**config.mk**
```make
export PLATFORM = sky130hd
export DESIGN_NAME = uart_program_loader
export DESIGN_NICKNAME = d
export VERILOG_FILES = /design/src/rtl/uart_program_loader_pkg.sv /design/src/rtl/uart_program_loader_rx_byte.sv /design/src/rtl/uart_program_loader.sv
export SDC_FILE = /design/constraint.sdc
export NUM_CORES = 1
export LEC_CHECK = 0
export CAP_MARGIN = 20
export CORE_MARGIN = 4
export CORE_UTILIZATION = 45
export CTS_BUF_LIST = sky130_fd_sc_hd__clkbuf_2 sky130_fd_sc_hd__clkbuf_4 sky130_fd_sc_hd__clkbuf_8
export DETAILED_ROUTE_END_ITERATION = 16
export PLACE_DENSITY = 0.7
export SYNTH_ARGS = -nofsm -noshare
export SYNTH_HDL_FRONTEND = slang
export SYNTH_HIERARCHICAL = 1
export SYNTH_SLANG_ARGS = --single-unit
export TNS_END_PERCENT = 100
```
**constraint.sdc**
```tcl
create_clock -name CLK -period 3.6 [get_ports CLK]
set_input_delay 0.36 -clock CLK [delete_from_list [all_inputs] [get_ports CLK]]
set_output_delay 0.36 -clock CLK [all_outputs]
set_load 0.005 [all_outputs]
```
**src/rtl/uart_program_loader_pkg.sv**
```systemverilog
// Shared definitions for the UART program loader: sync byte, FSM encodings
// and the baud divider calculation.
package uart_program_loader_pkg;

    localparam logic [7:0] SYNC_BYTE = 8'hA5;

    typedef enum logic [2:0] {
        ST_IDLE   = 3'd0,
        ST_CNT_HI = 3'd1,
        ST_CNT_LO = 3'd2,
        ST_DATA   = 3'd3,
        ST_CSUM   = 3'd4
    } ld_state_e;

    typedef enum logic [1:0] {
        RX_IDLE  = 2'd0,
        RX_START = 2'd1,
        RX_DATA  = 2'd2,
        RX_STOP  = 2'd3
    } rx_state_e;

    // Rounded integer clock cycles per serial bit.
    function automatic int baud_div(input int clk_hz, input int baud);
        return (clk_hz + baud / 2) / baud;
    endfunction

endpackage

```
**src/rtl/uart_program_loader_rx_byte.sv**
```systemverilog
// UART byte receiver: 2-FF synchronizer, mid-bit sampling, glitch rejection,
// one-cycle byte_valid / frame_err pulses registered after the stop-bit sample.
module uart_rx_byte
    import uart_program_loader_pkg::*;
#(
    parameter int BAUD_DIV = 139
) (
    input  logic       clk,
    input  logic       rst_n,
    input  logic       rx,
    output logic [7:0] rx_byte,
    output logic       byte_valid,
    output logic       frame_err
);

    localparam int CNT_W    = $clog2(BAUD_DIV + 1);
    localparam int HALF_DIV = BAUD_DIV / 2;

    logic             rx_meta_q;
    logic             rx_sync_q;
    logic             rx_prev_q;
    rx_state_e        state_q, state_d;
    logic [CNT_W-1:0] cnt_q, cnt_d;
    logic [2:0]       bit_idx_q, bit_idx_d;
    logic [7:0]       shift_q, shift_d;
    logic [7:0]       byte_q, byte_d;
    logic             valid_q, valid_d;
    logic             ferr_q, ferr_d;

    always_ff @(posedge clk or negedge rst_n) begin
        if (!rst_n) begin
            rx_meta_q <= 1'b1;
            rx_sync_q <= 1'b1;
            rx_prev_q <= 1'b1;
            state_q   <= RX_IDLE;
            cnt_q     <= '0;
            bit_idx_q <= '0;
            shift_q   <= '0;
            byte_q    <= '0;
            valid_q   <= 1'b0;
            ferr_q    <= 1'b0;
        end else begin
            rx_meta_q <= rx;
            rx_sync_q <= rx_meta_q;
            rx_prev_q <= rx_sync_q;
            state_q   <= state_d;
            cnt_q     <= cnt_d;
            bit_idx_q <= bit_idx_d;
            shift_q   <= shift_d;
            byte_q    <= byte_d;
            valid_q   <= valid_d;
            ferr_q    <= ferr_d;
        end
    end

    always_comb begin
        state_d   = state_q;
        cnt_d     = cnt_q;
        bit_idx_d = bit_idx_q;
        shift_d   = shift_q;
        byte_d    = byte_q;
        valid_d   = 1'b0;
        ferr_d    = 1'b0;
        case (state_q)
            RX_IDLE: begin
                if (rx_prev_q && !rx_sync_q) begin
                    state_d = RX_START;
                    cnt_d   = '0;
                end
            end
            RX_START: begin
                // A start bit that is high again at mid-bit was only a glitch.
                if (cnt_q == CNT_W'(HALF_DIV - 1)) begin
                    cnt_d = '0;
                    if (rx_sync_q) begin
                        state_d = RX_IDLE;
                    end else begin
                        state_d   = RX_DATA;
                        bit_idx_d = '0;
                    end
                end else begin
                    cnt_d = cnt_q + 1'b1;
                end
            end
            RX_DATA: begin
                if (cnt_q == CNT_W'(BAUD_DIV - 1)) begin
                    cnt_d   = '0;
                    shift_d = {rx_sync_q, shift_q[7:1]};
                    if (bit_idx_q == 3'd7) begin
                        state_d = RX_STOP;
                    end else begin
                        bit_idx_d = bit_idx_q + 1'b1;
                    end
                end else begin
                    cnt_d = cnt_q + 1'b1;
                end
            end
            RX_STOP: begin
                if (cnt_q == CNT_W'(BAUD_DIV - 1)) begin
                    cnt_d   = '0;
                    state_d = RX_IDLE;
                    if (rx_sync_q) begin
                        valid_d = 1'b1;
                        byte_d  = shift_q;
                    end else begin
                        ferr_d = 1'b1;
                    end
                end else begin
                    cnt_d = cnt_q + 1'b1;
                end
            end
            default: state_d = RX_IDLE;
        endcase
    end

    assign rx_byte    = byte_q;
    assign byte_valid = valid_q;
    assign frame_err  = ferr_q;

endmodule

```
**src/rtl/uart_program_loader.sv**
```systemverilog
// Frame-level program loader: parses SYNC/COUNT/DATA/CSUM frames from the UART
// receiver, writes 32-bit words to program RAM and gates the CPU via cpu_hold.
module uart_program_loader
    import uart_program_loader_pkg::*;
#(
    parameter int CLK_HZ      = 16000000,
    parameter int BAUD        = 115200,
    parameter int ADDR_W      = 11,
    parameter int TIMEOUT_CYC = 160000
) (
    input  logic              CLK,
    input  logic              RST_N,
    input  logic              RX,
    output logic              cpu_hold,
    output logic              ram_we,
    output logic [ADDR_W-1:0] ram_addr,
    output logic [31:0]       ram_wdata,
    output logic              load_done,
    output logic              load_err
);

    localparam int          BAUD_DIV  = baud_div(CLK_HZ, BAUD);
    localparam int          TO_W      = $clog2(TIMEOUT_CYC + 1);
    localparam int          WL_W      = ADDR_W + 1;
    localparam logic [16:0] MAX_WORDS = 17'(1 << ADDR_W);

    logic [7:0] rx_byte;
    logic       byte_valid;
    logic       frame_err;

    uart_rx_byte #(
        .BAUD_DIV (BAUD_DIV)
    ) u_rx (
        .clk        (CLK),
        .rst_n      (RST_N),
        .rx         (RX),
        .rx_byte    (rx_byte),
        .byte_valid (byte_valid),
        .frame_err  (frame_err)
    );

    ld_state_e         state_q, state_d;
    logic [7:0]        cnt_hi_q, cnt_hi_d;
    logic [WL_W-1:0]   words_left_q, words_left_d;
    logic [1:0]        byte_idx_q, byte_idx_d;
    logic [23:0]       asm_q, asm_d;
    logic [7:0]        sum_q, sum_d;
    logic [TO_W-1:0]   timeout_q, timeout_d;
    logic              cpu_hold_q, cpu_hold_d;
    logic              load_err_q, load_err_d;
    logic              load_done_q, load_done_d;
    logic              ram_we_q, ram_we_d;
    logic [ADDR_W-1:0] ram_addr_q, ram_addr_d;
    logic [31:0]       ram_wdata_q, ram_wdata_d;

    logic [15:0]       n_words;
    logic [7:0]        sum_next;
    logic              err;

    always_ff @(posedge CLK or negedge RST_N) begin
        if (!RST_N) begin
            state_q      <= ST_IDLE;
            cnt_hi_q     <= '0;
            words_left_q <= '0;
            byte_idx_q   <= '0;
            asm_q        <= '0;
            sum_q        <= '0;
            timeout_q    <= '0;
            cpu_hold_q   <= 1'b0;
            load_err_q   <= 1'b0;
            load_done_q  <= 1'b0;
            ram_we_q     <= 1'b0;
            ram_addr_q   <= '0;
            ram_wdata_q  <= '0;
        end else begin
            state_q      <= state_d;
            cnt_hi_q     <= cnt_hi_d;
            words_left_q <= words_left_d;
            byte_idx_q   <= byte_idx_d;
            asm_q        <= asm_d;
            sum_q        <= sum_d;
            timeout_q    <= timeout_d;
            cpu_hold_q   <= cpu_hold_d;
            load_err_q   <= load_err_d;
            load_done_q  <= load_done_d;
            ram_we_q     <= ram_we_d;
            ram_addr_q   <= ram_addr_d;
            ram_wdata_q  <= ram_wdata_d;
        end
    end

    always_comb begin
        state_d      = state_q;
        cnt_hi_d     = cnt_hi_q;
        words_left_d = words_left_q;
        byte_idx_d   = byte_idx_q;
        asm_d        = asm_q;
        sum_d        = sum_q;
        timeout_d    = timeout_q;
        cpu_hold_d   = cpu_hold_q;
        load_err_d   = load_err_q;
        load_done_d  = 1'b0;
        ram_we_d     = 1'b0;
        ram_addr_d   = ram_addr_q;
        ram_wdata_d  = ram_wdata_q;
        err          = 1'b0;
        n_words      = {cnt_hi_q, rx_byte};
        sum_next     = sum_q + rx_byte;

        // Address advances the cycle after each write strobe.
        if (ram_we_q) begin
            ram_addr_d = ram_addr_q + 1'b1;
        end

        if (state_q == ST_IDLE) begin
            if (byte_valid && rx_byte == SYNC_BYTE) begin
                state_d    = ST_CNT_HI;
                cpu_hold_d = 1'b1;
                load_err_d = 1'b0;
                sum_d      = '0;
                ram_addr_d = '0;
                timeout_d  = '0;
            end
        end else if (frame_err) begin
            err = 1'b1;
        end else if (byte_valid) begin
            timeout_d = '0;
            sum_d     = sum_next;
            case (state_q)
                ST_CNT_HI: begin
                    cnt_hi_d = rx_byte;
                    state_d  = ST_CNT_LO;
                end
                ST_CNT_LO: begin
                    if (n_words == 16'd0 || {1'b0, n_words} > MAX_WORDS) begin
                        err = 1'b1;
                    end else begin
                        words_left_d = WL_W'(n_words);
                        byte_idx_d   = '0;
                        state_d      = ST_DATA;
                    end
                end
                ST_DATA: begin
                    // Big-endian assembly: the first byte ends up in bits 31:24.
                    byte_idx_d = byte_idx_q + 1'b1;
                    asm_d      = {asm_q[15:0], rx_byte};
                    if (byte_idx_q == 2'd3) begin
                        ram_we_d     = 1'b1;
                        ram_wdata_d  = {asm_q, rx_byte};
                        words_left_d = words_left_q - 1'b1;
                        if (words_left_q == WL_W'(1)) begin
                            state_d = ST_CSUM;
                        end
                    end
                end
                ST_CSUM: begin
                    if (sum_next == 8'h00) begin
                        load_done_d = 1'b1;
                        cpu_hold_d  = 1'b0;
                        state_d     = ST_IDLE;
                    end else begin
                        err = 1'b1;
                    end
                end
                default: state_d = ST_IDLE;
            endcase
        end else if (timeout_q == TO_W'(TIMEOUT_CYC)) begin
            err = 1'b1;
        end else begin
            timeout_d = timeout_q + 1'b1;
        end

        if (err) begin
            load_err_d = 1'b1;
            cpu_hold_d = 1'b1;
            state_d    = ST_IDLE;
        end
    end

    assign cpu_hold  = cpu_hold_q;
    assign ram_we    = ram_we_q;
    assign ram_addr  = ram_addr_q;
    assign ram_wdata = ram_wdata_q;
    assign load_done = load_done_q;
    assign load_err  = load_err_q;

endmodule

```
==> impl_results.md <==
- Status: complete, no violations
- Cells along the critical path: ha_1, fa_1, a211o_1, nand3_1, nand3b_1, or4_1, nor4_1, o21bai_1
- Inserted Clock Buffers: 17
- Port Buffers: 49
- Routed vias: 5279
- Synthesis-to-finish area growth: 15.4%
- Unrepaired setup endpoints after global routing: false
- Post-route minimum period: 2.90 ns
- Chip width: 136 um
- Design area: 0.00856 sq mm
- CTS tree: yes
- Seq pwr share: 54.3%
- Worst skew pair latency: 0.46 ns
- Crit path DAT: 3.23 ns
- Worst Path Buf+Inv: 0
- Total gr overflow: 0
- Per-cell routed wire length: 16.3 um
- PwrDens: 397 mW/mm^2
- Final Setup Violations: 0
- Layout cells sized above 1: 19.1%
- 1st-iter DRT viols: 369
- Post-CTS Setup Repair Bufs: 0
- Most used routing layer: met2
- GP Congestion: 0.883
- Hold_buf cts: 1
- Clk slew on worst S/H paths: 0.10 ns
- Crit-path max cell delay: 0.58 ns
- Ratio of final minimum period to clock period: 80.7%
- Hold crit path type: in2reg
- Multi-input gate area: 0.00334 sq mm
- DR pass1 iterations: 5
- Yosys cell types: 72
- Initial Util: 46.3%
- Yosys top cell area share: 51.6%
- ANT nets after route: 0
- Setup TNS Final: 0 ns
- Pint: 2.40 mW
- Vias in the first global route: 5386
- Max stage delay cell, worst path: or4_1
- Die span in y: 136 um
- FF/Latch Area: 0.00391 sq mm
- Cell taking the most area after synthesis: dfrtp_1
- Clock sink total: 156
- Top delay family on crit path: simple AND/OR/NAND/NOR gates
- Placed Cells: 916
- Maximum vdd ir drop: 0.000227 V
- Switching share of power: 29.4%
- Register area share after synthesis: 52.7%
- Vias per std cell: 5.56
- Top FF cell, synth: dfrtp_1
- Syn Area/Cell: 11.2 sq um
- Antenna violations before repair: 0
- Core area: 0.0160 sq mm
- Drt total wl: 15400 um
- Site Rows: 46
- Setup crit start kind: flip-flop
- Yosys warnings: 6
- Syn Inst Count: 664
- Detailed placement HPWL: 10600 um
- Largest net degree at the start of global routing: 82
- # IOs: 50
- Slew @ Worst Pin: 1.00 ns
- Netlist Area Pre-Place: 0.00742 sq mm
- Max-cap violations: 0
- GR met3 Demand/Resource: 4.89%
- Worst slew margin: 32.9%
- FF+latch count, synth: 156
- Combinational share of power: 7.5%
- Post-synth EDFFs: 0
- Critical Path Fanout Max: 9
- First-pass GRT wire length: 26700 um
- Kind of critical path: reg2reg
- Worst Path Required: 3.93 ns
- Nets: 742
- Total GRT Usage: 18.0%
- Top-count cell post-synth: dfrtp_1
- Fillers: 1364
- Fin cells: 949
- Dominant cells by area after synthesis: dfrtp_1 (52%), mux2_2 (11%), nor2_1 (3.3%)
- Die area: 0.0186 sq mm
- Clock root buffer: clkbuf_8
- Synth top cells by count: dfrtp_1 (153), mux2_2 (75), nor2_1 (65)
- FFs w/ async S/R, synth: 100%
- Leak: 4.03 nW
- CP endpoint kind: flip-flop
- Final hold violations: 0
- Switching Power: 1.00 mW
- Grt met1 use: 23.9%
- Area after DPL: 0.00815 sq mm
- Share of total power in the clock network: 38.2%
- H-tree lvl count: 4
- Longest Clk Path Bufs: 2
- Synthesized net count: 686
- Post-CTS resize count: 0
- ANT cells: 0
- F_max: 0.344 GHz
- Clock skew: 0.0139 ns
- GRT met2 Usage: 28.7%
- DRC: 0
- Max-slew violation count: 0
final cells by class:
type	count	area share (%)
clock buffers	17	2.73
inverters	20	0.877
flip-flops and latches	156	45.6
repair buffers	57	6.62
clock inverters	15	2.00
well taps	216	3.16
multi-input cells	468	39.0
state kept, by name, indices dropped and copies added, names as in the netlist, 2 cells and up, named ones only:
signal,cells
cnt_hi_q,8
asm_q,24
u_rx/cnt_q,8
ram_addr,11
u_rx/bit_idx_q,3
state_q,3
sum_q,8
u_rx/shift_q,8
timeout_q,18
words_left_q,12
ram_wdata,32
byte_idx_q,2
u_rx/rx_byte,8
worst reg2reg max path, delay by kind of cell (launching register included):
family / cells / cell delay (ns)
adder cells (fa/ha/maj): 2 / 0.70
AO/OA/AOI/OAI: 2 / 0.45
AND/OR/NAND/NOR: 4 / 1.14
flip-flops: 1 / 0.49
routing by layer:
metal	routed length (um)	up-vias
met5	0	-
met4	215	0
met3	774	16
met2	7490	142
met1	6940	2616
li1	-	2505
final timing paths:
path	start	end	slack (ns)	cells past startpoint
min in group asynchronous	RST_N	timeout_q[11]$_DFFE_PN0P_	0.49	2
worst min-delay path	RX	u_rx/rx_meta_q$_DFF_PN1_	0.30	1
worst max register to register	u_rx/rx_byte[0]$_DFFE_PN0P_	cpu_hold$_DFFE_PN0P_	0.70	8
max in group asynchronous	RST_N	u_rx/rx_sync_q$_DFF_PN1_	2.21	3
worst min register to register	u_rx/rx_meta_q$_DFF_PN1_	u_rx/rx_sync_q$_DFF_PN1_	0.36	0
worst max-delay path	u_rx/rx_byte[0]$_DFFE_PN0P_	cpu_hold$_DFFE_PN0P_	0.70	8
metrics by stage:
step / total power [mW] / hold WS [ns] / util, % / setup slack [ns]
final: 3.40 / 0.297 / 53.5 / 0.695
after floorplan: 2.05 / 0.0644 / - / 1.07
after CTS: 3.44 / 0.255 / 53.5 / 0.685
after global routing: 3.57 / 0.253 / 53.5 / 0.475
after detailed placement: 2.13 / 0.347 / 50.9 / 0.705
after global placement: 2.12 / 0.347 / 50.9 / 0.894
power groups by stage:
stage	Clock, mW	Combinational (mW)	Sequential, mW
floorplan	0	0.190	1.86
global placement	0	0.238	1.88
detailed placement	0	0.253	1.88
CTS	1.34	0.256	1.85
global route	1.42	0.290	1.86
finish	1.30	0.255	1.85
kinds of logic after synthesis:
logic type	after synthesis	share of synthesized area [%]
AO/OA/AOI/OAI	106	9.79
XOR/XNOR	29	3.42
adder cells (fa/ha/maj)	19	3.31
buffers and inverters	40	2.33
flip-flops	156	52.7
multiplexers	79	11.9
AND/OR/NAND/NOR	235	16.5
placed cells by master (no fill, tap or decap), types with 5 or more instances in the layout:
cell / instances
nand3_1: 15
nor2b_1: 5
nand2b_1: 6
dfrtp_1: 153
nand4_1: 8
a21oi_1: 20
or4_1: 6
nand2_1: 61
a22o_1: 8
nor4_1: 9
nor3_1: 19
ha_1: 18
mux2_2: 75
nor2_1: 65
clkbuf_8: 17
inv_8: 5
clkdlybuf4s50_1: 48
o22ai_1: 6
xnor2_1: 17
xor2_1: 12
buf_4: 6
o21ai_0: 31
or3_1: 11
inv_1: 19
Note: power is estimated with default switching activity, not from simulation.
